===== config.mk =====
export PLATFORM = sky130hd
export DESIGN_NAME = mc_controller
export DESIGN_NICKNAME = d
export VERILOG_FILES = /design/src/rtl/mc_pkg.sv /design/src/rtl/mc_mainfsm.sv /design/src/rtl/mc_controller.sv
export SDC_FILE = /design/constraint.sdc
export NUM_CORES = 1
export LEC_CHECK = 0
export CAP_MARGIN = 20
export CORE_MARGIN = 5
export CORE_UTILIZATION = 39
export DETAILED_ROUTE_END_ITERATION = 8
export PLACE_DENSITY_LB_ADDON = 0.1
export REMOVE_ABC_BUFFERS = 1
export SLEW_MARGIN = 20
export SYNTH_ARGS = -nofsm -noshare
export SYNTH_HDL_FRONTEND = slang
export SYNTH_SLANG_ARGS = --single-unit

===== constraint.sdc =====
create_clock -name clk -period 2.05 [get_ports clk]
set_input_delay 0.41 -clock clk [delete_from_list [all_inputs] [get_ports clk]]
set_output_delay 0.41 -clock clk [all_outputs]
set_load 0.01 [all_outputs]

===== src/rtl/mc_pkg.sv =====
// mc_pkg: shared state, opcode and mux encodings
// for the multicycle RV32I control unit.
package mc_pkg;
    localparam int STATE_W = 4;

    typedef enum logic [STATE_W-1:0] {
        S_FETCH,
        S_DECODE,
        S_MEMADR,
        S_MEMREAD,
        S_MEMWB,
        S_MEMWRITE,
        S_EXECUTER,
        S_EXECUTEI,
        S_ALUWB,
        S_BEQ,
        S_JAL
    } statetype_t;

    localparam logic [6:0] OP_LW  = 7'b0000011;
    localparam logic [6:0] OP_SW  = 7'b0100011;
    localparam logic [6:0] OP_R   = 7'b0110011;
    localparam logic [6:0] OP_I   = 7'b0010011;
    localparam logic [6:0] OP_BEQ = 7'b1100011;
    localparam logic [6:0] OP_JAL = 7'b1101111;

    localparam logic [1:0] ALUOP_ADD = 2'b00;
    localparam logic [1:0] ALUOP_SUB = 2'b01;
    localparam logic [1:0] ALUOP_FN  = 2'b10;

    localparam logic [2:0] ALU_ADD = 3'b000;
    localparam logic [2:0] ALU_SUB = 3'b001;
    localparam logic [2:0] ALU_AND = 3'b010;
    localparam logic [2:0] ALU_OR  = 3'b011;
    localparam logic [2:0] ALU_XOR = 3'b100;
    localparam logic [2:0] ALU_SLT = 3'b101;

    localparam logic [1:0] IMM_I = 2'b00;
    localparam logic [1:0] IMM_S = 2'b01;
    localparam logic [1:0] IMM_B = 2'b10;
    localparam logic [1:0] IMM_J = 2'b11;

    localparam logic [1:0] RES_ALUOUT = 2'b00;
    localparam logic [1:0] RES_DATA   = 2'b01;
    localparam logic [1:0] RES_ALURES = 2'b10;

    localparam logic [1:0] SRCA_PC    = 2'b00;
    localparam logic [1:0] SRCA_OLDPC = 2'b01;
    localparam logic [1:0] SRCA_RD1   = 2'b10;

    localparam logic [1:0] SRCB_RD2  = 2'b00;
    localparam logic [1:0] SRCB_IMM  = 2'b01;
    localparam logic [1:0] SRCB_FOUR = 2'b10;

    function automatic logic op_legal(input logic [6:0] op);
        return op inside {OP_LW, OP_SW, OP_R, OP_I, OP_BEQ, OP_JAL};
    endfunction
endpackage


===== src/rtl/mc_mainfsm.sv =====
// mc_mainfsm: Moore main state machine sequencing
// the multicycle datapath.
module mc_mainfsm
    import mc_pkg::*;
(
    input  logic       clk,
    input  logic       reset,
    input  logic [6:0] op,
    output logic       AdrSrc,
    output logic       MemWrite,
    output logic       IRWrite,
    output logic       RegWrite,
    output logic       Branch,
    output logic       PCUpdate,
    output logic       instr_done,
    output logic       illegal_op,
    output logic [1:0] ResultSrc,
    output logic [1:0] ALUSrcA,
    output logic [1:0] ALUSrcB,
    output logic [1:0] ALUOp
);
    statetype_t state;

    always_ff @(posedge clk or posedge reset) begin
        if (reset) begin
            state <= S_FETCH;
        end else begin
            unique case (state)
                S_FETCH: state <= S_DECODE;
                S_DECODE: begin
                    unique case (1'b1)
                        op == OP_LW,
                        op == OP_SW:  state <= S_MEMADR;
                        op == OP_R:   state <= S_EXECUTER;
                        op == OP_I:   state <= S_EXECUTEI;
                        op == OP_JAL: state <= S_JAL;
                        op == OP_BEQ: state <= S_BEQ;
                        default:      state <= S_FETCH;
                    endcase
                end
                S_MEMADR:
                    state <= (op == OP_LW) ? S_MEMREAD : S_MEMWRITE;
                S_MEMREAD: state <= S_MEMWB;
                S_EXECUTER,
                S_EXECUTEI,
                S_JAL: state <= S_ALUWB;
                default: state <= S_FETCH;
            endcase
        end
    end

    always_comb begin
        AdrSrc     = 1'b0;
        MemWrite   = 1'b0;
        IRWrite    = 1'b0;
        RegWrite   = 1'b0;
        Branch     = 1'b0;
        PCUpdate   = 1'b0;
        instr_done = 1'b0;
        illegal_op = 1'b0;
        ResultSrc  = RES_ALUOUT;
        ALUSrcA    = SRCA_PC;
        ALUSrcB    = SRCB_RD2;
        ALUOp      = ALUOP_ADD;
        unique case (state)
            S_FETCH: begin
                IRWrite   = 1'b1;
                PCUpdate  = 1'b1;
                ALUSrcB   = SRCB_FOUR;
                ResultSrc = RES_ALURES;
            end
            S_DECODE: begin
                ALUSrcA    = SRCA_OLDPC;
                ALUSrcB    = SRCB_IMM;
                illegal_op = !op_legal(op);
            end
            S_MEMADR: begin
                ALUSrcA = SRCA_RD1;
                ALUSrcB = SRCB_IMM;
            end
            S_MEMREAD: AdrSrc = 1'b1;
            S_MEMWB: begin
                ResultSrc  = RES_DATA;
                RegWrite   = 1'b1;
                instr_done = 1'b1;
            end
            S_MEMWRITE: begin
                AdrSrc     = 1'b1;
                MemWrite   = 1'b1;
                instr_done = 1'b1;
            end
            S_EXECUTER: begin
                ALUSrcA = SRCA_RD1;
                ALUOp   = ALUOP_FN;
            end
            S_EXECUTEI: begin
                ALUSrcA = SRCA_RD1;
                ALUSrcB = SRCB_IMM;
                ALUOp   = ALUOP_FN;
            end
            S_JAL: begin
                ALUSrcA  = SRCA_OLDPC;
                ALUSrcB  = SRCB_FOUR;
                PCUpdate = 1'b1;
            end
            S_ALUWB: begin
                RegWrite   = 1'b1;
                instr_done = 1'b1;
            end
            S_BEQ: begin
                ALUSrcA    = SRCA_RD1;
                ALUOp      = ALUOP_SUB;
                Branch     = 1'b1;
                instr_done = 1'b1;
            end
            default: ;
        endcase
        // Reset aborts any in-flight instruction without side effects.
        if (reset) begin
            MemWrite   = 1'b0;
            IRWrite    = 1'b0;
            RegWrite   = 1'b0;
            Branch     = 1'b0;
            PCUpdate   = 1'b0;
            instr_done = 1'b0;
            illegal_op = 1'b0;
        end
    end
endmodule


===== src/rtl/mc_controller.sv =====
// mc_controller: multicycle RV32I control unit --
// main FSM plus ALU decode, immediate select and PC enable.
module mc_controller
    import mc_pkg::*;
(
    input  logic       clk,
    input  logic       reset,
    input  logic [6:0] op,
    input  logic [2:0] funct3,
    input  logic       funct7b5,
    input  logic       Zero,
    output logic       PCWrite,
    output logic       AdrSrc,
    output logic       MemWrite,
    output logic       IRWrite,
    output logic [1:0] ResultSrc,
    output logic [1:0] ALUSrcA,
    output logic [1:0] ALUSrcB,
    output logic [1:0] ImmSrc,
    output logic       RegWrite,
    output logic [2:0] ALUControl,
    output logic       instr_done,
    output logic       illegal_op
);
    logic [1:0] ALUOp;
    logic       Branch;
    logic       PCUpdate;

    mc_mainfsm u_fsm (
        .clk        (clk),
        .reset      (reset),
        .op         (op),
        .AdrSrc     (AdrSrc),
        .MemWrite   (MemWrite),
        .IRWrite    (IRWrite),
        .RegWrite   (RegWrite),
        .Branch     (Branch),
        .PCUpdate   (PCUpdate),
        .instr_done (instr_done),
        .illegal_op (illegal_op),
        .ResultSrc  (ResultSrc),
        .ALUSrcA    (ALUSrcA),
        .ALUSrcB    (ALUSrcB),
        .ALUOp      (ALUOp)
    );

    assign PCWrite = PCUpdate | (Branch & Zero);

    always_comb begin
        ALUControl = ALU_ADD;
        case (ALUOp)
            ALUOP_SUB: ALUControl = ALU_SUB;
            ALUOP_FN: begin
                case (funct3)
                    // op[5] separates sub from addi with imm[10] set
                    3'b000: ALUControl = (funct7b5 & op[5]) ?
                                         ALU_SUB : ALU_ADD;
                    3'b010: ALUControl = ALU_SLT;
                    3'b100: ALUControl = ALU_XOR;
                    3'b110: ALUControl = ALU_OR;
                    3'b111: ALUControl = ALU_AND;
                    default: ALUControl = ALU_ADD;
                endcase
            end
            default: ALUControl = ALU_ADD;
        endcase
    end

    always_comb begin
        ImmSrc = IMM_I;
        case (op)
            OP_SW:   ImmSrc = IMM_S;
            OP_BEQ:  ImmSrc = IMM_B;
            OP_JAL:  ImmSrc = IMM_J;
            default: ImmSrc = IMM_I;
        endcase
    end
endmodule


==> results.yml <==
placement:
  dp_slack_ps: -386
  finalWeightedCongestion: 0.759
  dpl.hpwl_mm: 1.53
  portBuffers: 31
synth:
  netlist_cell_types: 38
  synth_warnings: 0
  flops_latches_synth: 4
  synth_area_sq_um: 624
  netlist_instances: 79
  synthesis.area_per_instance_sq_um: 7.90
  yosysSeqAreaShare: 0.160
worst_setup_path:
  setup.worst_path.end_class: "output port"
  crit_path_frequent_cell: "sky130_fd_sc_hd__buf_4"
  critPathSlowestCell: "sky130_fd_sc_hd__dfrtp_1"
  reg2regPathDepth: 5
  setup.reg_to_reg.worst_slack_ps: 570
  cp_top_family: "buffers and inverters"
  timing.critical_path.required_ps: 1640
  cp_cell_sequence: "buf_4, buf_4, nor2_4, nand2_4, nor4b_4, buf_2"
  crit_fanout: 10
  crit-reg2reg-capture: "u_fsm.state[1]"
  regToRegStartpoint: "u_fsm.state[1]"
  slowest_delay_ps: 430
  crit_buf_inv: 3
  critPathArrivalTime_ps: 1610
  path_class: "reg2out"
  cp_startpoint_kind: "register"
timing:
  timing.final.crit_period_ps: 2020
  finalSetupViolations: 0
  tightestPinTransition_ps: 306
  slew_viol_final: 0
  layout_worst_path_cycle_share: 0.983
  post-route-worst-setup-slack_ps: 34.7
  finalClockSkew_ps: 2.44
  final_hold_viol_count: 0
  max_freq_mhz: 496
  timing.hold.ws_ps: 555
  grt_setup_unrepaired: "yes"
  max-slew-margin-rel: 0.793
route:
  ant_nets: 0
  post_drt_via_cell_ratio: 5.39
  vias: 825
  drt_wl_total_mm: 2.15
  drt-wirelength-per-cell_um: 14.0
  drtIter0Drc: 5
  post-route-drc-count: 0
  drt_pre_antenna_iters: 4
pwr:
  leakagePower_nw: 0.605
  power_per_cell_area_mw_per_mm2: 568
  netSwitchingFraction: 0.395
  clock_power_share: 0.141
  combinationalPowerShare: 0.717
  internal_power_mw: 0.416
  switchingPower_mw: 0.272
  p_seq_frac: 0.142
  ir_drop_v: 0.000414
clock_network:
  cts_tree: "yes"
  cts_inserted_buffers: 3
  max-clock-path-buffers: 2
  cts_root_buffer: "sky130_fd_sc_hd__clkbuf_4"
  holdBufCountCts: 0
  clkLatencyLatePin_ps: 230
  sinks_on_clock_net: 4
  htree_num_levels: 1
  worst_setup_hold_path_clk_slew_ps: 40
finish:
  largest_register_ff_count: 4
  largest-register: "u_fsm.state"
  syn2layout_area_growth_pct: 93.8
  layout_common_cells: "29 x sky130_fd_sc_hd__buf_4, 13 x sky130_fd_sc_hd__dlygate4sd2_1, 5 x sky130_fd_sc_hd__nor3_1, 5 x sky130_fd_sc_hd__clkdlybuf4s50_1"
  reg_top3: "u_fsm.state x4"
  finalNetCount: 155
  layout.cells.most_common: "sky130_fd_sc_hd__buf_4"
  drive_gt1_frac: 0.423
  diodes: 0
floorplanning:
  core_sq_mm: 0.00151
  std_cell_rows: 14
  floorplan.io_pins: 32
  dieHeight_um: 50.0
  design.die.area_sq_mm: 0.00250
  floorplan.initialDensity: 0.414
  die_x_um: 50.0
job:
  cap_violations: 0
global_routing:
  grt_antenna_before_repair: 0
  grt_pass1_vias: 812
  grt_total_ovfl: 0
  maximum_number_of_pins_on_one_net_before_global_route_repair: 14
  grt_util_all_layers: 0.157
  first_pass_grt_wire_length_mm: 3.19
hold_path:
  tightest_hold_check_type: "in2async"
status:
  run_status: "completed"
==> logic make-up (layout without fill, tap and decap cells) <==
logic type	after synthesis	count (layout)	share of synthesized area
flip-flops	4	4	0.160
AO/OA/AOI/OAI	15	15	0.164
adder cells (fa/ha/maj)	2	2	0.0401
XOR/XNOR	4	4	0.0561
buffers and inverters	10	68	0.102
AND/OR/NAND/NOR	43	43	0.459
multiplexers	1	1	0.0180
==> cells in the mapped netlist, drive strengths merged <==
cell	count	area (sq um)
nor4	3	31.3
nor4b	2	17.5
o21ai	4	20.0
nand3b	1	7.51
nor3	5	25.0
and3	1	6.26
nor2b	5	31.3
and2	3	18.8
dfrtp	4	100
xor2	1	8.76
nand4b	1	8.76
a21oi	4	20.0
nor3b	2	15.0
nand2b	4	25.0
buf	4	32.5
and3b	1	8.76
mux2	1	11.3
o22a	1	8.76
o21a	1	7.51
or2	1	6.26
inv	5	18.8
xnor2	3	26.3
ha	2	25.0
dlymetal6s2s	1	12.5
o32ai	1	8.76
nor2	5	21.3
o41a	1	11.3
nand4bb	1	27.5
or3	2	12.5
nand3	1	5.00
o31ai	2	15.0
o221a	1	11.3
nand2	5	18.8
==> metrics by stage <==
stage | instances | area, sq um | util | total power [mW] | setup TNS (ps)
after CTS | 153 | 1150 | 0.763 | 0.691 | -426
after global routing | 153 | 1210 | 0.803 | 0.743 | -78.7
after global placement | 143 | 1070 | 0.713 | 0.543 | -1720
final | 153 | 1210 | 0.803 | 0.687 | 0
after floorplan | 74 | 579 | - | 0.300 | 0
after detailed placement | 143 | 1070 | 0.713 | 0.555 | -1890
==> power by group through the flow <==
stage                     Combinational [mW]  Clock (mW)  Sequential (mW)
after CTS                              0.494       0.100           0.0964
after floorplan                        0.174           0            0.127
after global routing                   0.537       0.108           0.0983
after detailed placement               0.457           0           0.0975
final                                  0.493      0.0971           0.0974
after global placement                 0.446           0           0.0967
==> layout make-up <==
cell class	instances	area (sq um)
clock buffer	3	22.5
fill	117	297
inverter	5	18.8
multi-input combinational	65	561
sequential	4	100
tap	16	20.0
timing repair buffer	60	488
==> what timing repair did <==
| action | 4_1_cts | 5_1_grt |
|---|---|---|
| pin swaps | 3 | 5 |
| setup endpoints to repair | 18 | 9 |
| gates resized for setup | 35 | 33 |
| buffers inserted | 7 | 3 |
==> worst max path at each step <==
stage,start,end,depth (start not counted),slack (ps)
finish,u_fsm.state[3],illegal_op,6,30
global placement,op[3],illegal_op,5,-360
global route,u_fsm.state[1],ALUControl[0],7,-50
CTS,u_fsm.state[1],ALUControl[1],5,-150
floorplan,u_fsm.state[1],ALUControl[0],6,90
detailed placement,op[3],illegal_op,5,-390
==> worst reg2reg max path: stages, from the launching register on <==
cell                      delay [ps]
sky130_fd_sc_hd__dfrtp_1         410
sky130_fd_sc_hd__buf_4           130
sky130_fd_sc_hd__buf_4           170
sky130_fd_sc_hd__nor4b_1         300
sky130_fd_sc_hd__o21ai_0         140
sky130_fd_sc_hd__o32ai_1         240
==> per-layer routing <==
layer / wire [um] / global-route usage / vias to the layer above
met2: 1130 / 0.282 / 23
met5: 0 / 0 / -
met1: 924 / 0.171 / 396
li1: - / - / 404
met3: 73 / 0.0542 / 2
met4: 14 / 0.0393 / 0
No activity file was read; power rests on OpenSTA's default activity.
